<file path="src/rtl/frame_reader_axis.sv">
// frame_reader_axis
//   Consumer end of the read_frame interface (C2H DMA side). Pulls frames
//   beat by beat from a frame source and re-emits them as AXI4-Stream. The
//   read latency of the source (FRAME_PIPELINE cycles) is absorbed by an
//   output FIFO. Reads are credit gated, so the FIFO can never overflow.
//   The block adds tkeep/tlast/tid/tdest and flags bad lengths and frames
//   that start without sop.
//
// Ports
//   clk, rst                 clock, synchronous active-high reset
//   read_frame_ready/len/tag/sop  source status: beat available, frame length
//                                 (bytes), frame tag, first beat of a frame
//   read_frame_enb           read strobe, one beat per asserted cycle
//   read_frame_tdata         beat data, FRAME_PIPELINE cycles after enb
//   m_axis_*                 AXI4-Stream master (tid = tag, tdest = length)
//   status_len_err           1-cycle pulse: len==0 or len>MAX_FRAME_LEN
//   status_sync_err          1-cycle pulse: frame start seen with sop=0
//   busy                     FSM active, beats in flight, or FIFO not empty
//
// Optional build macro FRAME_READER_STATS_EN adds the stat_frames,
// stat_bytes and stat_errs wrapping counters.
module frame_reader_axis #(
  parameter int FRAME_DATA_WIDTH = 512,
  parameter int LEN_WIDTH        = 16,
  parameter int TAG_WIDTH        = 8,
  parameter int FRAME_PIPELINE   = 1,
  parameter int FIFO_DEPTH       = 8,
  parameter int MAX_FRAME_LEN    = 2048
) (
  input  logic                          clk,
  input  logic                          rst,
  input  logic                          read_frame_ready,
  input  logic [LEN_WIDTH-1:0]          read_frame_len,
  input  logic [TAG_WIDTH-1:0]          read_frame_tag,
  input  logic                          read_frame_sop,
  output logic                          read_frame_enb,
  input  logic [FRAME_DATA_WIDTH-1:0]   read_frame_tdata,
  output logic [FRAME_DATA_WIDTH-1:0]   m_axis_tdata,
  output logic [FRAME_DATA_WIDTH/8-1:0] m_axis_tkeep,
  output logic                          m_axis_tvalid,
  input  logic                          m_axis_tready,
  output logic                          m_axis_tlast,
  output logic [TAG_WIDTH-1:0]          m_axis_tid,
  output logic [LEN_WIDTH-1:0]          m_axis_tdest,
  output logic                          status_len_err,
  output logic                          status_sync_err,
`ifdef FRAME_READER_STATS_EN
  output logic [31:0]                   stat_frames,
  output logic [31:0]                   stat_bytes,
  output logic [15:0]                   stat_errs,
`endif
  output logic                          busy
);
  localparam int BYTES = FRAME_DATA_WIDTH / 8;
  localparam int BW    = $clog2(BYTES);
  localparam int PW    = $clog2(FIFO_DEPTH);
  localparam int CW    = PW + 1;
  localparam logic [LEN_WIDTH:0] MAX_LEN = (LEN_WIDTH+1)'(MAX_FRAME_LEN);
  localparam logic [CW:0]        DEPTH_L = (CW+1)'(FIFO_DEPTH);

  // Per-beat sideband, travels with the data through the pipe and FIFO so a
  // new frame can be latched while the previous one is still in flight.
  typedef struct packed {
    logic                 last;
    logic [BYTES-1:0]     keep;
    logic [TAG_WIDTH-1:0] tid;
    logic [LEN_WIDTH-1:0] tdest;
  } side_t;

  typedef enum logic {S_IDLE, S_DATA} state_t;
  state_t state, state_nxt;

  logic [LEN_WIDTH-1:0] len_q, nbeats_q, beat_cnt, nbeats_d;
  logic [TAG_WIDTH-1:0] tag_q;
  logic [LEN_WIDTH:0]   len_up;
  logic                 latch, enb, push0, last0, len_err, sync_err;
  logic [BYTES-1:0]     keep_last;
  side_t                side0, out_side, head;
  logic                 out_vld;
  logic [CW:0]          inflight;
  logic [CW-1:0]        count;
  logic [PW-1:0]        wr_ptr, rd_ptr;
  logic                 credit_ok, pop;

  // ceil(len/BYTES), with an empty frame still occupying one beat
  assign len_up = {1'b0, read_frame_len} + (LEN_WIDTH+1)'(BYTES - 1);
  always_comb begin
    nbeats_d = LEN_WIDTH'(len_up >> BW);
    if (read_frame_len == '0) nbeats_d = LEN_WIDTH'(1);
  end

  // Credit: FIFO entries plus beats already requested must leave a free slot.
  assign credit_ok = ({1'b0, count} + inflight) < DEPTH_L;

  always_ff @(posedge clk) begin
    if (rst) state <= S_IDLE;
    else     state <= state_nxt;
  end

  always_comb begin
    state_nxt = state;
    latch     = 1'b0;
    enb       = 1'b0;
    push0     = 1'b0;
    last0     = 1'b0;
    len_err   = 1'b0;
    sync_err  = 1'b0;
    if (!rst) begin
      case (state)
        S_IDLE: if (read_frame_ready) begin
          if (read_frame_sop) begin
            latch     = 1'b1;
            state_nxt = S_DATA;
            len_err   = (read_frame_len == '0) || ({1'b0, read_frame_len} > MAX_LEN);
          end else begin
            // stray beat: consume it to resynchronise, but never store it
            sync_err = 1'b1;
            enb      = 1'b1;
          end
        end
        S_DATA: if (read_frame_ready && credit_ok) begin
          enb   = 1'b1;
          push0 = 1'b1;
          last0 = (beat_cnt == nbeats_q - LEN_WIDTH'(1));
          if (last0) state_nxt = S_IDLE;
        end
        default: state_nxt = S_IDLE;
      endcase
    end
  end

  always_ff @(posedge clk) begin
    if (rst) begin
      len_q    <= '0;
      tag_q    <= '0;
      nbeats_q <= '0;
      beat_cnt <= '0;
    end else if (latch) begin
      len_q    <= read_frame_len;
      tag_q    <= read_frame_tag;
      nbeats_q <= nbeats_d;
      beat_cnt <= '0;
    end else if (push0) begin
      beat_cnt <= beat_cnt + LEN_WIDTH'(1);
    end
  end

  // Last-beat keep: low (len mod BYTES) bytes; full when the remainder is 0,
  // except for an empty frame which keeps nothing.
  always_comb begin
    keep_last = '0;
    for (int i = 0; i < BYTES; i++)
      keep_last[i] = (len_q[BW-1:0] == '0) ? (len_q != '0) : (BW'(i) < len_q[BW-1:0]);
  end

  always_comb begin
    side0.last  = last0;
    side0.keep  = last0 ? keep_last : '1;
    side0.tid   = tag_q;
    side0.tdest = len_q;
  end

  // In-flight tracking, aligned with the source read latency.
  generate
    if (FRAME_PIPELINE == 0) begin : g_nopipe
      assign out_vld  = push0;
      assign out_side = side0;
      assign inflight = '0;
    end else begin : g_pipe
      logic [FRAME_PIPELINE-1:0] vld_pipe;
      side_t                     side_pipe [FRAME_PIPELINE];

      always_ff @(posedge clk) begin
        if (rst) vld_pipe <= '0;
        else begin
          vld_pipe[0] <= push0;
          for (int i = 1; i < FRAME_PIPELINE; i++) vld_pipe[i] <= vld_pipe[i-1];
        end
      end

      always_ff @(posedge clk) begin
        side_pipe[0] <= side0;
        for (int i = 1; i < FRAME_PIPELINE; i++) side_pipe[i] <= side_pipe[i-1];
      end

      always_comb begin
        inflight = '0;
        for (int i = 0; i < FRAME_PIPELINE; i++) inflight = inflight + (CW+1)'(vld_pipe[i]);
      end

      assign out_vld  = vld_pipe[FRAME_PIPELINE-1];
      assign out_side = side_pipe[FRAME_PIPELINE-1];
    end
  endgenerate

  // Output FIFO
  logic [FRAME_DATA_WIDTH-1:0] data_mem [FIFO_DEPTH];
  side_t                       side_mem [FIFO_DEPTH];

  assign pop = m_axis_tvalid && m_axis_tready;

  always_ff @(posedge clk) begin
    if (rst) begin
      wr_ptr <= '0;
      rd_ptr <= '0;
      count  <= '0;
    end else begin
      if (out_vld) wr_ptr <= wr_ptr + PW'(1);
      if (pop)     rd_ptr <= rd_ptr + PW'(1);
      case ({out_vld, pop})
        2'b10:   count <= count + CW'(1);
        2'b01:   count <= count - CW'(1);
        default: ;
      endcase
    end
  end

  always_ff @(posedge clk) begin
    if (out_vld) begin
      data_mem[wr_ptr] <= read_frame_tdata;
      side_mem[wr_ptr] <= out_side;
    end
  end

  // Head of FIFO drives the stream; zeroed while empty so idle outputs are 0.
  assign head          = side_mem[rd_ptr];
  assign m_axis_tvalid = (count != '0);
  assign m_axis_tdata  = m_axis_tvalid ? data_mem[rd_ptr] : '0;
  assign m_axis_tkeep  = m_axis_tvalid ? head.keep  : '0;
  assign m_axis_tlast  = m_axis_tvalid && head.last;
  assign m_axis_tid    = m_axis_tvalid ? head.tid   : '0;
  assign m_axis_tdest  = m_axis_tvalid ? head.tdest : '0;

  assign read_frame_enb  = enb;
  assign status_len_err  = len_err;
  assign status_sync_err = sync_err;
  assign busy            = (state != S_IDLE) || (inflight != '0) || (count != '0);

`ifdef FRAME_READER_STATS_EN
  always_ff @(posedge clk) begin
    if (rst) begin
      stat_frames <= '0;
      stat_bytes  <= '0;
      stat_errs   <= '0;
    end else begin
      if (pop && m_axis_tlast) begin
        stat_frames <= stat_frames + 32'd1;
        stat_bytes  <= stat_bytes + 32'(m_axis_tdest);
      end
      if (len_err || sync_err) stat_errs <= stat_errs + 16'd1;
    end
  end
`endif

endmodule

</file>
<file path="config.mk">
export PLATFORM = sky130hd
export DESIGN_NAME = frame_reader_axis
export DESIGN_NICKNAME = d
export VERILOG_FILES = /design/src/rtl/frame_reader_axis.sv
export SDC_FILE = /design/constraint.sdc
export NUM_CORES = 2
export LEC_CHECK = 0
export CORE_ASPECT_RATIO = 2
export CORE_MARGIN = 2
export CORE_UTILIZATION = 45
export CTS_CLUSTER_SIZE = 10
export DETAILED_ROUTE_END_ITERATION = 8
export SYNTH_ARGS = -nofsm -noshare
export SYNTH_HDL_FRONTEND = slang
export SYNTH_MEMORY_MAX_BITS = 65536
export SYNTH_SLANG_ARGS = --single-unit
</file>
<file path="constraint.sdc">
create_clock -name clk -period 57.9 [get_ports clk]
set_input_delay 5.79 -clock clk [delete_from_list [all_inputs] [get_ports clk]]
set_output_delay 5.79 -clock clk [all_outputs]
set_load 0.02 [all_outputs]
</file>
==> impl_metrics.py <==
metrics = {
    "setup_path": {
        "register_to_register_setup_slack_ps": 52330,
        "critical_path_s_largest_stage_delay_ps": 810,
        "rr_startpoint": "g_pipe.vld_pipe",
        "critical_path_data_required_time_ps": 52110,
        "path_common_cell": "clkdlybuf4s50_1",
        "worst_setup_path_startpoint": "read_frame_len[0]",
        "path_class": "input port to primary output",
        "startpoint_type": "input port",
        "critical_path.endpoint_type": "primary output",
        "cp_data_arrival_time_ps": 8430,
        "cp_cell_sequence": "clkdlybuf4s50_1 -> nor2_2 -> nand4_1 -> xnor2_1 -> o21a_1 -> clkdlybuf4s50_1",
        "crit_path_max_fanout": 4,
        "critical-path-slowest-cell": "nor2_2",
    },
    "yosys": {
        "asyncSetResetFlopFracSynth": 0,
        "synth.area.mux_share": 0.1768,
        "netlist.area_leader.share": 0.7707,
        "synth_top_family_by_area": "multiplexers",
        "synth_nets": 8816,
        "synth_simple_gate_area_frac": 0.02025,
        "synth_compound_area_frac": 0.003306,
        "yosys_warnings": 0,
        "synth.most_common_cell": "edfxtp_1",
        "postSynthAreaPerCell_um2": 22.66,
        "number_of_cells_produced_by_synthesis": 8267,
        "synth_cell_types": 55,
        "post_synth_edffs": 4808,
        "top_post_synthesis_cells_by_count": "edfxtp_1 (4808), mux4_2 (1202), nor2_1 (661)",
        "yosys_register_bits": 4963,
        "post_synth_instance_area_um2": 187300,
        "synthDominantAreaCellType": "edfxtp_1",
        "post_synth_fa_ha_maj_area_fraction": 0.0005744,
        "postSynth.topFlopCell": "edfxtp_1",
        "synth-seq-area-share": 0.7872,
        "post_synth_main_area_contributors": "edfxtp_1 (77%), mux4_2 (14%), mux2i_1 (3.2%)",
        "synth_xor_area_frac": 0.001917,
    },
    "hold_path": {
        "timing.hold.worst.start": "tag_q[3]",
        "holdCritPathClass": "flip-flop to flip-flop",
    },
    "floorplanning": {
        "top_level_ports": 1147,
        "start_util": 0.4510,
        "die-area_um2": 421800,
        "placement_rows": 335,
        "die-width_um": 460.2,
        "dieHeight_um": 916.5,
        "placeableCoreArea_um2": 415400,
    },
    "clock_tree": {
        "resized_cells_post_cts": 0,
        "clock_latency_ps": 950,
        "post_cts.repair.setup_buffers": 0,
        "clockRootBuffer": "clkbuf_16",
        "htree_levels": 6,
        "tritoncts.num_buffers": 573,
        "cts-hold-fix-buffers": 0,
        "numClockSinks": 4963,
        "cts.clk_slew.worst_paths_ps": 50,
        "tritoncts": "yes",
        "cts_max_path_buffers": 4,
    },
    "timing": {
        "final_period_minus_worst_setup_slack_ps": 14220,
        "hold_ws_ps": 356.2,
        "final.setup_skew_ps": 46.35,
        "min_period_over_period": 0.2456,
        "final_max_slew_viol_count": 0,
        "fmaxAchievable_mhz": 70.32,
        "setup_viol_count_final": 0,
        "grt_setup_unrepaired": "no",
        "final_setup_tns_ps": 0,
        "timing_worst_slew_pin_value_ps": 1226,
        "max_slew_margin": 0.1828,
        "finalHoldViolations": 0,
    },
    "grt": {
        "grt.met1_usage": 0.2820,
        "grt.overflow.total": 0,
        "grt_start_max_net_pins": 148,
        "grt_antenna_before_repair": 132,
        "vias_in_the_first_global_route": 94520,
        "grt_use_met2": 0.3695,
        "grt.total_usage": 0.2218,
        "grt_busiest_layer": "met2",
        "global_route_wire_length_before_repair_mm": 681.6,
        "met3_grt_util": 0.06193,
    },
    "drt": {
        "finalWirelength_mm": 473.8,
        "vias": 89280,
        "ant_nets": 0,
        "avgRoutedWirePerCell_um": 30.53,
        "routed_via_density": 5.754,
        "drt_drc_violations_left": 0,
        "dr.pass1.iters": 5,
        "first_iter_violations": 7424,
    },
    "placement": {
        "gp_congestion": 0.7758,
        "port_buffers": 1146,
        "hpwl_mm": 274.9,
    },
    "layout": {
        "num-nets-final": 10250,
        "area_growth_pct": 18.40,
        "layout-drive-gt1-share": 0.2058,
    },
    "flow_run": {
        "timing.max_cap.violations": 0,
    },
    "pwr": {
        "power.ir.vdd_worst_mv": 0.03669,
        "total_leakage_power_nw": 67.57,
        "powerDensity_nw_per_um2": 38.55,
    },
    "outcome": {
        "run_status": "finished, final reports clean",
    },
}
-- area by class of cell --
type,count,area (um^2)
inverters,16,60.06
diodes,57,142.6
repair buffers,1315,13040
clock inverters,59,1064
fillers,31620,193600
flip-flops and latches,4963,147500
multi-input cells,2833,38120
clock buffers,714,14930
well taps,5560,6957
-- worst paths after layout --
check,end,depth (start not counted)
worst max-delay path,status_len_err,6
worst max register to register,data_mem[3][130],6
worst min-delay path,g_pipe.side_pipe[0][19],0
worst min register to register,g_pipe.side_pipe[0][19],0
-- through the flow --
step	area (um^2)	utilization	power, mW	instances	worst slack [ps]
floorplan	187300	-	4.855	8267	14560
global placement	205700	0.4951	5.443	14690	43620
detailed placement	205700	0.4951	5.453	14690	43700
CTS	221700	0.5336	8.662	15460	43380
global route	221700	0.5338	8.841	15480	42990
finish	221800	0.5340	8.551	15520	43680
-- routing by layer --
| metal | vias to the layer above | part of all wire |
|---|---|---|
| li1 | 37160 | - |
| met1 | 48300 | 0.39 |
| met2 | 2919 | 0.50 |
| met3 | 819 | 0.079 |
| met4 | 84 | 0.031 |
| met5 | - | 0.0012 |
-- sequential cells by signal (all words and copies together) (netlist names), 3 cells and up, named ones only --
name / count
side_mem: 712
tag_q: 8
beat_cnt: 16
data_mem: 4096
nbeats_q: 11
count: 4
wr_ptr: 3
rd_ptr: 3
g_pipe.side_pipe: 89
len_q: 16
-- logic make-up after synthesis --
family,Yosys count
adders and majority gates,8
buffers and inverters,471
xor gates and xnor gates,41
DFF,4963
muxes,1807
and+or+nand+nor,884
AOI/OAI and AO/OA,93
-- power breakdown --
group | internal, mW | total [mW] | switching (mW)
Sequential | 3.95 | 3.96 | 0.0152
Clock | 1.83 | 3.20 | 1.37
Combinational | 0.609 | 1.39 | 0.783
-- worst max-delay path: cells and delay by family --
| kind | cells | cell delay, ps |
|---|---|---|
| and+or+nand+nor | 2 | 1150 |
| buffers and inverters | 2 | 1070 |
| xor gates and xnor gates | 1 | 240 |
| AOI/OAI and AO/OA | 1 | 180 |
-- layout by cell type, fill, tap and decap left out, drive strengths merged, types with 57 or more instances in the layout --
cell type      Yosys  layout
clkbuf           248     714
edfxtp          4808    4808
nor2             661     661
dfxtp            155     155
diode              0      57
nand4             75      75
mux4            1202    1202
clkdlybuf4s50      0    1146
mux2i            605     605
buf              207     169
No activity file was read; power rests on OpenSTA's default activity.
